--- src/rtl/l2_cache_miss_fill_queue_pkg.sv ---
// rtl/l2_cache_miss_fill_queue_pkg.sv - shared line/tag types for the L2 miss fill queue
package l2_cache_miss_fill_queue_pkg;

  localparam int CACHE_LINE_BITS  = 512;
  localparam int LINE_OFFSET_BITS = 6;
  localparam int LINE_INDEX_BITS  = 32 - LINE_OFFSET_BITS;
  localparam int L2_FILL_ID_WIDTH = 4;

  typedef logic [LINE_INDEX_BITS-1:0]  cache_line_index_t;
  typedef logic [CACHE_LINE_BITS-1:0]  cache_line_data_t;
  typedef logic [L2_FILL_ID_WIDTH-1:0] l2_fill_id_t;

  function automatic logic [31:0] line_byte_addr(input cache_line_index_t idx);
    return {idx, {LINE_OFFSET_BITS{1'b0}}};
  endfunction

endpackage

--- src/rtl/l2_cache_miss_fill_queue_if.sv ---
// rtl/l2_cache_miss_fill_queue_if.sv - enqueue, memory and fill handshakes of the miss fill queue
interface l2_cache_miss_fill_queue_if
  import l2_cache_miss_fill_queue_pkg::*;
#(
  parameter int ID_WIDTH       = L2_FILL_ID_WIDTH,
  parameter int MEM_DATA_WIDTH = 32
) ();

  logic                      enqueue_valid;
  cache_line_index_t         enqueue_addr;
  logic [ID_WIDTH-1:0]       enqueue_id;
  logic                      queue_almost_full;

  logic                      mem_req_valid;
  logic                      mem_req_ready;
  logic [31:0]               mem_req_addr;
  logic                      mem_rdata_valid;
  logic [MEM_DATA_WIDTH-1:0] mem_rdata;
  logic                      mem_rdata_ready;

  logic                      fill_valid;
  logic                      fill_ready;
  cache_line_index_t         fill_addr;
  logic [ID_WIDTH-1:0]       fill_id;
  cache_line_data_t          fill_data;

  modport slave (
    input  enqueue_valid, enqueue_addr, enqueue_id,
    output queue_almost_full,
    output mem_req_valid, mem_req_addr,
    input  mem_req_ready,
    input  mem_rdata_valid, mem_rdata,
    output mem_rdata_ready,
    output fill_valid, fill_addr, fill_id, fill_data,
    input  fill_ready
  );

  modport master (
    output enqueue_valid, enqueue_addr, enqueue_id,
    input  queue_almost_full,
    input  mem_req_valid, mem_req_addr,
    output mem_req_ready,
    output mem_rdata_valid, mem_rdata,
    input  mem_rdata_ready,
    input  fill_valid, fill_addr, fill_id, fill_data,
    output fill_ready
  );

endinterface

--- src/rtl/l2_cache_miss_fill_queue_sync_fifo.sv ---
// rtl/l2_cache_miss_fill_queue_sync_fifo.sv - synchronous FIFO with occupancy and registered almost-full
module sync_fifo #(
  parameter int WIDTH                 = 8,
  parameter int SIZE                  = 16,
  parameter int ALMOST_FULL_THRESHOLD = SIZE
) (
  input  logic                        clk,
  input  logic                        reset,
  input  logic                        push,
  input  logic [WIDTH-1:0]            push_data,
  input  logic                        pop,
  output logic [WIDTH-1:0]            head_data,
  output logic                        empty,
  output logic                        full,
  output logic                        almost_full,
  output logic [$clog2(SIZE+1)-1:0]   count
);

  localparam int PTR_W   = (SIZE > 1) ? $clog2(SIZE) : 1;
  localparam int COUNT_W = $clog2(SIZE + 1);

  logic [WIDTH-1:0]   mem [SIZE];
  logic [PTR_W-1:0]   wr_ptr;
  logic [PTR_W-1:0]   rd_ptr;
  logic               push_ok;
  logic               pop_ok;
  logic [COUNT_W-1:0] count_next;

  function automatic logic [PTR_W-1:0] ptr_inc(input logic [PTR_W-1:0] p);
    return (p == PTR_W'(SIZE - 1)) ? '0 : p + PTR_W'(1);
  endfunction

  assign empty     = (count == '0);
  assign full      = (count == COUNT_W'(SIZE));
  assign pop_ok    = pop && !empty;
  // a push into a full FIFO is only legal when the head leaves in the same cycle
  assign push_ok   = push && (!full || pop_ok);
  assign head_data = mem[rd_ptr];

  always_comb begin
    count_next = count;
    if (push_ok && !pop_ok) begin
      count_next = count + COUNT_W'(1);
    end else if (!push_ok && pop_ok) begin
      count_next = count - COUNT_W'(1);
    end
  end

  always_ff @(posedge clk) begin
    if (reset) begin
      wr_ptr      <= '0;
      rd_ptr      <= '0;
      count       <= '0;
      almost_full <= 1'b0;
    end else begin
      if (push_ok) wr_ptr <= ptr_inc(wr_ptr);
      if (pop_ok)  rd_ptr <= ptr_inc(rd_ptr);
      count       <= count_next;
      almost_full <= (count_next >= COUNT_W'(ALMOST_FULL_THRESHOLD));
    end
  end

  always_ff @(posedge clk) begin
    if (push_ok) mem[wr_ptr] <= push_data;
  end

endmodule

--- src/rtl/l2_cache_miss_fill_queue.sv ---
// rtl/l2_cache_miss_fill_queue.sv - issues queued L2 line misses to memory one at a time and returns assembled lines as fills
module l2_cache_miss_fill_queue
  import l2_cache_miss_fill_queue_pkg::*;
#(
  parameter int QUEUE_SIZE         = 16,
  parameter int ALMOST_FULL_MARGIN = 4,
  parameter int MEM_DATA_WIDTH     = 32,
  parameter int ID_WIDTH           = L2_FILL_ID_WIDTH,
  parameter bit PROTOCOL_ASSERTS   = 1'b1
) (
  input logic                        clk,
  input logic                        reset,
  l2_cache_miss_fill_queue_if.slave  bus
);

  localparam int BEATS   = CACHE_LINE_BITS / MEM_DATA_WIDTH;
  localparam int BEAT_W  = (BEATS > 1) ? $clog2(BEATS) : 1;
  localparam int ENTRY_W = $bits(cache_line_index_t) + ID_WIDTH;
  localparam int COUNT_W = $clog2(QUEUE_SIZE + 1);
  localparam logic [BEAT_W-1:0] LAST_BEAT = BEAT_W'(BEATS - 1);

  localparam logic [1:0] IDLE = 2'd0;
  localparam logic [1:0] ADDR = 2'd1;
  localparam logic [1:0] DATA = 2'd2;
  localparam logic [1:0] FILL = 2'd3;

  logic [1:0]          state;
  logic [BEAT_W-1:0]   beat_cnt;
  cache_line_data_t    line_buf;
  logic [ENTRY_W-1:0]  head_entry;
  cache_line_index_t   head_addr;
  logic [ID_WIDTH-1:0] head_id;
  logic                fifo_empty;
  logic                fifo_full;
  logic                fifo_almost_full;
  logic [COUNT_W-1:0]  occupancy;
  logic                fill_fire;
  logic                enq_accept;
  logic                enq_dropped;
  logic                stray_beat;
  logic                more_after_pop;

  // the head stays queued until its fill is granted, so occupancy includes the in-flight miss
  assign fill_fire      = (state == FILL) && bus.fill_ready;
  assign enq_accept     = bus.enqueue_valid && (!fifo_full || fill_fire);
  assign enq_dropped    = bus.enqueue_valid && !enq_accept;
  assign stray_beat     = bus.mem_rdata_valid && (state != DATA);
  assign more_after_pop = (occupancy > COUNT_W'(1)) || enq_accept;
  assign {head_addr, head_id} = head_entry;

  sync_fifo #(
    .WIDTH                 (ENTRY_W),
    .SIZE                  (QUEUE_SIZE),
    .ALMOST_FULL_THRESHOLD (QUEUE_SIZE - ALMOST_FULL_MARGIN)
  ) u_req_fifo (
    .clk         (clk),
    .reset       (reset),
    .push        (enq_accept),
    .push_data   ({bus.enqueue_addr, bus.enqueue_id}),
    .pop         (fill_fire),
    .head_data   (head_entry),
    .empty       (fifo_empty),
    .full        (fifo_full),
    .almost_full (fifo_almost_full),
    .count       (occupancy)
  );

  always_ff @(posedge clk) begin
    if (reset) begin
      state    <= IDLE;
      beat_cnt <= '0;
    end else begin
      case (state)
        IDLE: if (!fifo_empty) state <= ADDR;
        ADDR: if (bus.mem_req_ready) state <= DATA;
        DATA: begin
          if (bus.mem_rdata_valid) begin
            if (beat_cnt == LAST_BEAT) begin
              beat_cnt <= '0;
              state    <= FILL;
            end else begin
              beat_cnt <= beat_cnt + BEAT_W'(1);
            end
          end
        end
        default: begin
          if (bus.fill_ready) state <= more_after_pop ? ADDR : IDLE;
        end
      endcase
    end
  end

  // beats shift in at the bottom, so after the last one beat 0 sits in the top word
  always_ff @(posedge clk) begin
    if (!reset && (state == DATA) && bus.mem_rdata_valid) begin
      line_buf <= CACHE_LINE_BITS'({line_buf, bus.mem_rdata});
    end
  end

  always_ff @(posedge clk) begin
    if (PROTOCOL_ASSERTS && !reset) begin
      assert (!enq_dropped);
      assert (!stray_beat);
    end
  end

  assign bus.queue_almost_full = fifo_almost_full;
  assign bus.mem_req_valid     = (state == ADDR);
  assign bus.mem_req_addr      = (state == ADDR) ? line_byte_addr(head_addr) : '0;
  assign bus.mem_rdata_ready   = (state == DATA);
  assign bus.fill_valid        = (state == FILL);
  assign bus.fill_addr         = (state == FILL) ? head_addr : '0;
  assign bus.fill_id           = (state == FILL) ? head_id : '0;
  assign bus.fill_data         = (state == FILL) ? line_buf : '0;

endmodule

--- src/flat_wrapper.sv ---
// flat-port wrapper written by rule: the top's interface ports become plain ports
module l2_cache_miss_fill_queue_flat import l2_cache_miss_fill_queue_pkg::*;
#(
  parameter int QUEUE_SIZE         = 16,
  parameter int ALMOST_FULL_MARGIN = 4,
  parameter int MEM_DATA_WIDTH     = 32,
  parameter int ID_WIDTH           = L2_FILL_ID_WIDTH,
  parameter bit PROTOCOL_ASSERTS   = 1'b1
)
  (clk, reset, bus_enqueue_valid, bus_enqueue_addr, bus_enqueue_id, bus_queue_almost_full, bus_mem_req_valid, bus_mem_req_addr, bus_mem_req_ready, bus_mem_rdata_valid, bus_mem_rdata, bus_mem_rdata_ready, bus_fill_valid, bus_fill_addr, bus_fill_id, bus_fill_data, bus_fill_ready);
  l2_cache_miss_fill_queue_if #(.ID_WIDTH(ID_WIDTH), .MEM_DATA_WIDTH(MEM_DATA_WIDTH)) bus_i ();
  input logic clk;
  input logic reset;
  input wire logic [$bits(bus_i.enqueue_valid)-1:0] bus_enqueue_valid;
  input wire logic [$bits(bus_i.enqueue_addr)-1:0] bus_enqueue_addr;
  input wire logic [$bits(bus_i.enqueue_id)-1:0] bus_enqueue_id;
  output wire logic [$bits(bus_i.queue_almost_full)-1:0] bus_queue_almost_full;
  output wire logic [$bits(bus_i.mem_req_valid)-1:0] bus_mem_req_valid;
  output wire logic [$bits(bus_i.mem_req_addr)-1:0] bus_mem_req_addr;
  input wire logic [$bits(bus_i.mem_req_ready)-1:0] bus_mem_req_ready;
  input wire logic [$bits(bus_i.mem_rdata_valid)-1:0] bus_mem_rdata_valid;
  input wire logic [$bits(bus_i.mem_rdata)-1:0] bus_mem_rdata;
  output wire logic [$bits(bus_i.mem_rdata_ready)-1:0] bus_mem_rdata_ready;
  output wire logic [$bits(bus_i.fill_valid)-1:0] bus_fill_valid;
  output wire logic [$bits(bus_i.fill_addr)-1:0] bus_fill_addr;
  output wire logic [$bits(bus_i.fill_id)-1:0] bus_fill_id;
  output wire logic [$bits(bus_i.fill_data)-1:0] bus_fill_data;
  input wire logic [$bits(bus_i.fill_ready)-1:0] bus_fill_ready;
  assign bus_i.enqueue_valid = bus_enqueue_valid;
  assign bus_i.enqueue_addr = bus_enqueue_addr;
  assign bus_i.enqueue_id = bus_enqueue_id;
  assign bus_queue_almost_full = bus_i.queue_almost_full;
  assign bus_mem_req_valid = bus_i.mem_req_valid;
  assign bus_mem_req_addr = bus_i.mem_req_addr;
  assign bus_i.mem_req_ready = bus_mem_req_ready;
  assign bus_i.mem_rdata_valid = bus_mem_rdata_valid;
  assign bus_i.mem_rdata = bus_mem_rdata;
  assign bus_mem_rdata_ready = bus_i.mem_rdata_ready;
  assign bus_fill_valid = bus_i.fill_valid;
  assign bus_fill_addr = bus_i.fill_addr;
  assign bus_fill_id = bus_i.fill_id;
  assign bus_fill_data = bus_i.fill_data;
  assign bus_i.fill_ready = bus_fill_ready;
  l2_cache_miss_fill_queue #(.QUEUE_SIZE(QUEUE_SIZE), .ALMOST_FULL_MARGIN(ALMOST_FULL_MARGIN), .MEM_DATA_WIDTH(MEM_DATA_WIDTH), .ID_WIDTH(ID_WIDTH), .PROTOCOL_ASSERTS(PROTOCOL_ASSERTS)) u_core (.clk(clk), .reset(reset), .bus(bus_i));
endmodule
--- config.mk ---
export PLATFORM = sky130hd
export DESIGN_NAME = l2_cache_miss_fill_queue_flat
export DESIGN_NICKNAME = d
export VERILOG_FILES = /design/src/rtl/l2_cache_miss_fill_queue_pkg.sv /design/src/rtl/l2_cache_miss_fill_queue_if.sv /design/src/rtl/l2_cache_miss_fill_queue_sync_fifo.sv /design/src/rtl/l2_cache_miss_fill_queue.sv /design/src/flat_wrapper.sv
export SDC_FILE = /design/constraint.sdc
export NUM_CORES = 1
export LEC_CHECK = 0
export ABC_AREA = 1
export CORE_MARGIN = 2
export CORE_UTILIZATION = 48
export DETAILED_ROUTE_END_ITERATION = 6
export HOLD_SLACK_MARGIN = 0.15
export PLACE_DENSITY_LB_ADDON = 0.15
export SLEW_MARGIN = 10
export SYNTH_ARGS = -nofsm -noshare
export SYNTH_HDL_FRONTEND = slang
export SYNTH_SLANG_ARGS = --single-unit
--- constraint.sdc ---
create_clock -name clk -period 25.4 [get_ports clk]
set_clock_uncertainty 0.2 [all_clocks]
set_input_delay 2.54 -clock clk [delete_from_list [all_inputs] [get_ports clk]]
set_output_delay 2.54 -clock clk [all_outputs]
set_load 0.03 [all_outputs]
; Word level (Yosys, flattened, before mapping)
; Memory sizes are Yosys's and may differ from the RTL's. A register that Yosys moved wholly into a read port is not among the register bits.
; Index checks and enable logic that the tools add are counted.
[word_totals]
memories = 1
wordCells = 67
reg_bits = 532
latchBits = 0
mem_bits_rw = 480
input_bits = 68
rom_bits = 0
output_inout_bits = 578
[classes]
n_shift = 0
reduce_logical = 21
mul = 0
eq_ne = 11
n_addsub = 5
mux = 20
order_cmp = 2
bitwise = 0
div_mod_pow = 0
[memory_table]
columns = name, depth, word_bits, read_ports, rd_ports_with_merged_regs, write_ports, line_no
row1 = u_core.u_req_fifo.mem, 16, 30, 1, 1, 1, l2_cache_miss_fill_queue_sync_fifo.sv:22  ; logic [WIDTH-1:0] mem [SIZE];
[ops]
columns = cell, count
row1 = two-way mux 512 bit, 1
row2 = two-way mux 32 bit, 1
row3 = two-way mux 26 bit, 1
row4 = two-way mux 4 bit, 6
row5 = adder 4 x 1 -> 4 bit (second input constant), 3
row6 = == test 4 bit (second input constant), 3
row7 = two-way mux 2 bit, 5
row8 = two-way mux 5 bit, 2
row9 = logical AND 1 bit, 8
row10 = one-hot mux 2 bit (3 select lines), 1
row11 = adder 5 x 1 -> 5 bit (second input constant), 1
row12 = == test 5 bit (second input constant), 1
row13 = >= comparator 5 x 4 -> 1 bit (second input constant), 1
row14 = > comparator 5 x 1 -> 1 bit (second input constant), 1
row15 = logical NOT 1 bit, 5
row16 = logical NOT 5 bit, 1
row17 = AND reduction 5 bit, 1
row18 = subtractor 5 x 1 -> 5 bit (second input constant), 1
row19 = == test 2 bit (second input constant), 2
row20 = != test 2 x 1 -> 1 bit (second input constant), 2
row21 = != test 2 bit (second input constant), 2
row22 = nonzero test 4 bit, 1
row23 = logical OR 1 bit, 3
row24 = two-way mux 1 bit, 3
row25 = 3 further kinds, 3

; Longest topological paths before layout
[depth]
word_depth = 10
depth_mapped = 13
ltp_nobuf = 11

; Modules after synthesis
; From an unflattened synthesis, not the netlist that was laid out.
[hier_totals]
hier_cells = 3204
area_unflattened_um2 = 40025.9
[by_module_without_submodules]
columns = mod, area_per_inst_um2, cells_per_inst, n_inst, seq_area_each_um2
row1 = l2_cache_miss_fill_queue, 20520.9, 1784, 1, 15494.9
row2 = sync_fifo, 19505.0, 1420, 1, 14774.2

; Worst setup path after synthesis
; No wires, ideal clock.
[synth_timing]
path_kind = input to register
from = input port bus_mem_rdata_valid
to = register u_core.line_buf[0] (enable)
setup_time_ps = 1402
path_slack_ps = -102
t_required_ps = 23798
stages = 2
t_arrival_ps = 23900
path_buffers = 0
path_cell_list = nand2_1 > nor2_1
[synth_between]
elab_chain_len = 1
[synth_lines]
columns = element, line_no
row1 = start: declaration, flat_wrapper.sv:21  ; input wire logic [$bits(bus_i.mem_rdata_valid)-1:0] bus_mem_rdata_valid;
row2 = logical AND 1 bit, l2_cache_miss_fill_queue.sv:95  ; if (!reset && (state == DATA) && bus.mem_rdata_valid) begin
row3 = end signal: assignment, l2_cache_miss_fill_queue.sv:96  ; line_buf <= CACHE_LINE_BITS'({line_buf, bus.mem_rdata});
row4 = end: declaration, l2_cache_miss_fill_queue.sv:29  ; cache_line_data_t line_buf;
; No other way between the ends.
; A chain may end at the register's enable or synchronous reset.

; Worst setup path after layout
[layout_timing]
from = register u_core.state[0]
to = output port bus_fill_data[316]
[layout_between]
elab_chain_len = 2
[layout_lines]
columns = element, line_no
row1 = start: declaration, l2_cache_miss_fill_queue.sv:27  ; logic [1:0] state;
row2 = start signal: assignment, l2_cache_miss_fill_queue.sv:87  ; if (bus.fill_ready) state <= more_after_pop ? ADDR : IDLE;
row3 = == test 2 bit, l2_cache_miss_fill_queue.sv:114  ; assign bus.fill_data = (state == FILL) ? line_buf : '0;
row4 = two-way mux 512 bit, l2_cache_miss_fill_queue.sv:114
row5 = end: declaration, flat_wrapper.sv:27  ; output wire logic [$bits(bus_i.fill_data)-1:0] bus_fill_data;
; No other way between the ends.

==> summary.md <==
| Metric | Value |
|---|---|
| Met3 Resource Use GR | 6.16% |
| GRT overflow | 0 |
| Crit path DAT | 5.32 ns |
| Busiest grt layer | met2 |
| Finished Cell Area | 0.0507 mm2 |
| Post-Syn Area | 0.0400 mm2 |
| Total Power | 4.23 mW |
| Pre-CTS WS | 18.02 ns |
| Worst hold path type | reg2reg |
| # fillers | 6440 |
| DR iter-0 viols | 2513 |
| Dpl cells | 4843 |
| Power Dens Cells | 83.3 mW/mm2 |
| WHS | 0.227 ns |
| First-pass GRT wire length | 159000 um |
| Clock sink total | 1016 |
| Detail Placement HPWL | 69800 um |
| Most common cell in the netlist | edfxtp_1 |
| Vias | 25705 |
| Ys async rst share | 0% |
| CP required | 22.66 ns |
| CTS buffer count | 104 |
| Cell Area, Placed | 0.0474 mm2 |
| Main synth FF type | edfxtp_1 |
| Number of enable flip-flop cells after synthesis | 992 |
| Die Y | 293 um |
| Vias/cell | 5.10 |
| CP endpoint kind | primary output |
| Non-Filler Instances | 5037 |
| Die area | 0.0857 mm2 |
| WL final | 109000 um |
| Met2 usage | 40.7% |
| Final WS setup | 17.34 ns |
| Residual DRC | 0 |
| FP Rows | 105 |
| Root buffer cell | clkbuf_16 |
| TNS Setup | 0 ns |
| Pleak | 20.5 nW |
| H-tree levels | 3 |
| Final Wtd Congestion | 0.872 |
| Slew @ Worst Pin | 1.20 ns |
| Status | finished clean |
| Insertion delay to the later sink of the worst-skew pair | 0.67 ns |
| CP max FO | 130 |
| Slew Limit Fails | 0 |
| Met1 usage | 32.7% |
| Layout cells sized above 1 | 5.55% |
| Sequential share of the synthesized area | 75.6% |
| Number of global-route vias before repair | 24716 |
| Max clock buf depth | 3 |
| RSZ-0062 raised after global routing | false |
| Tmin final | 8.06 ns |
| CP Class | reg2out |
| 1st-pass router iterations | 5 |
| Syn Inst Count | 3259 |
| Synth area leader | edfxtp_1 |
| Syn avg cell area | 12.3 um2 |
| Most frequent cells after synthesis | 992 x edfxtp_1, 585 x inv_1, 581 x nand2_1, 341 x nor2_1, 197 x o21ai_0 |
| Max cap viols | 0 |
| Largest net degree at the start of global routing | 134 |
| Max VDD drop | 0.0570 mV |
| GRT Total Usage | 25.1% |
| Crit path launch type | register |
| Clock Pin Slew Worst Setup and Hold Paths | 0.06 ns |
| Final net count | 3962 |
| Tcrit/Tclk final | 31.7% |
| Post-CTS Setup Inserts | 0 |
| Area Growth Syn to Fin | 26.7% |
| Wirelength per Cell | 21.7 um |
| Final hold vios | 0 |
| Ports | 646 |
| Post_cts resized | 0 |
| Hold_buf cts | 0 |
| Final core occ | 61.6% |
| Fmax | 124 MHz |
| Antenna violations before repair | 3 |
| CTS tree | yes |
| Synth area leaders | edfxtp_1 74%, inv_1 5.5%, nand2_1 5.4%, nor2_1 3.2%, o211ai_1 2.5% |
| Final ANT Viol Nets | 0 |
| YS warnings | 0 |
| Setup violators final | 0 |
| Initial Util | 48.6% |
| Seq cells post-synth | 1016 |
| Max_slew headroom | 19.9% |
| Synth top area share | 74.4% |
| Port Buffers | 639 |
| Core Region | 0.0824 mm2 |
| Yosys cell types | 30 |
| Die Span X | 293 um |
## cell families (layout without fill, tap and decap cells)
| group | after synthesis | in the layout | share of synthesized area, % |
|---|---|---|---|
| other | 1 | 7 | 0.00937 |
| adder cells (fa/ha/maj) | 15 | 15 | 0.469 |
| XOR/XNOR | 7 | 7 | 0.153 |
| buffers and inverters | 765 | 1467 | 7.61 |
| AO/OA/AOI/OAI | 445 | 445 | 6.39 |
| AND/OR/NAND/NOR | 1010 | 1010 | 9.77 |
| flip-flops | 1016 | 1016 | 75.6 |
## worst max-delay path, cell delays in order (launching register included)
cell and delay (ns):
dfxtp_1 0.45, ha_4 0.59, buf_4 0.72, buf_4 0.74
buf_4 1.00, nand2_1 0.14, inv_1 0.12, clkdlybuf4s50_1 0.69
## worst paths after layout
check | cells past startpoint | endpoint | from | slack, ns
setup reg to reg | 7 | u_core.line_buf[505]$_DFFE_PP_ | u_core.state[0]$_SDFFE_PP0P_ | 20.84
setup / recovery | 7 | bus_fill_data[316] | u_core.state[0]$_SDFFE_PP0P_ | 17.34
hold / removal | 0 | u_core.line_buf[466]$_DFFE_PP_ | u_core.line_buf[434]$_DFFE_PP_ | 0.23
hold reg to reg | 0 | u_core.line_buf[466]$_DFFE_PP_ | u_core.line_buf[434]$_DFFE_PP_ | 0.23
## area by class of cell
type                       instances  area (um2)  share of cell area [%]
tap                             1070        1340                    2.64
multi-input combinational       1483        6880                    13.6
antenna                            1        2.50                 0.00493
inverter                         597        2250                    4.43
timing repair buffer             677        6680                    13.2
sequential                      1016       30300                    59.7
clock inverter                    68         568                    1.12
clock buffer                     125        2750                    5.41
## metal layers
metal / routed length, um / share of wire (%)
met3: 8450 / 7.7
met4: 4240 / 3.9
met1: 43900 / 40
met2: 52700 / 48
met5: 16 / 0.015
## state kept, by name, summed over array words and instances (netlist names), named ones only
| signal | cells |
|---|---|
| u_core.line_buf | 512 |
| u_core.u_req_fifo.wr_ptr | 4 |
| u_core.beat_cnt | 4 |
| u_core.u_req_fifo.rd_ptr | 4 |
| u_core.u_req_fifo.almost_full | 1 |
| u_core.u_req_fifo.mem | 480 |
| u_core.state | 2 |
| u_core.u_req_fifo.count | 5 |
## where the power goes
part	internal (mW)	total (mW)	switching (mW)	leakage, nW
clock network	0.850	1.49	0.635	1.63
logic	0.257	0.789	0.533	9.70
registers	1.92	1.95	0.0344	9.16
## placed cells by master (no fill, tap or decap), types with 4 or more instances in the layout
cell	synthesis	layout
inv_1	585	584
clkbuf_1	113	18
nand2_1	581	581
clkinv_2	0	25
o21ai_1	45	45
nand3_1	74	74
inv_2	9	10
buf_4	16	38
dfxtp_1	24	21
clkinv_1	2	30
nor2_1	341	325
edfxtp_1	992	992
o211ai_1	132	132
conb_1	1	6
nor2_4	0	16
xor2_1	7	7
o21ai_0	197	197
nand4_1	4	4
a21oi_1	70	70
clkdlybuf4s50_1	0	639
ha_1	15	14
clkbuf_16	0	107
bufinv_16	0	8
nor3_1	5	4
(Power assumes the default switching activity.)
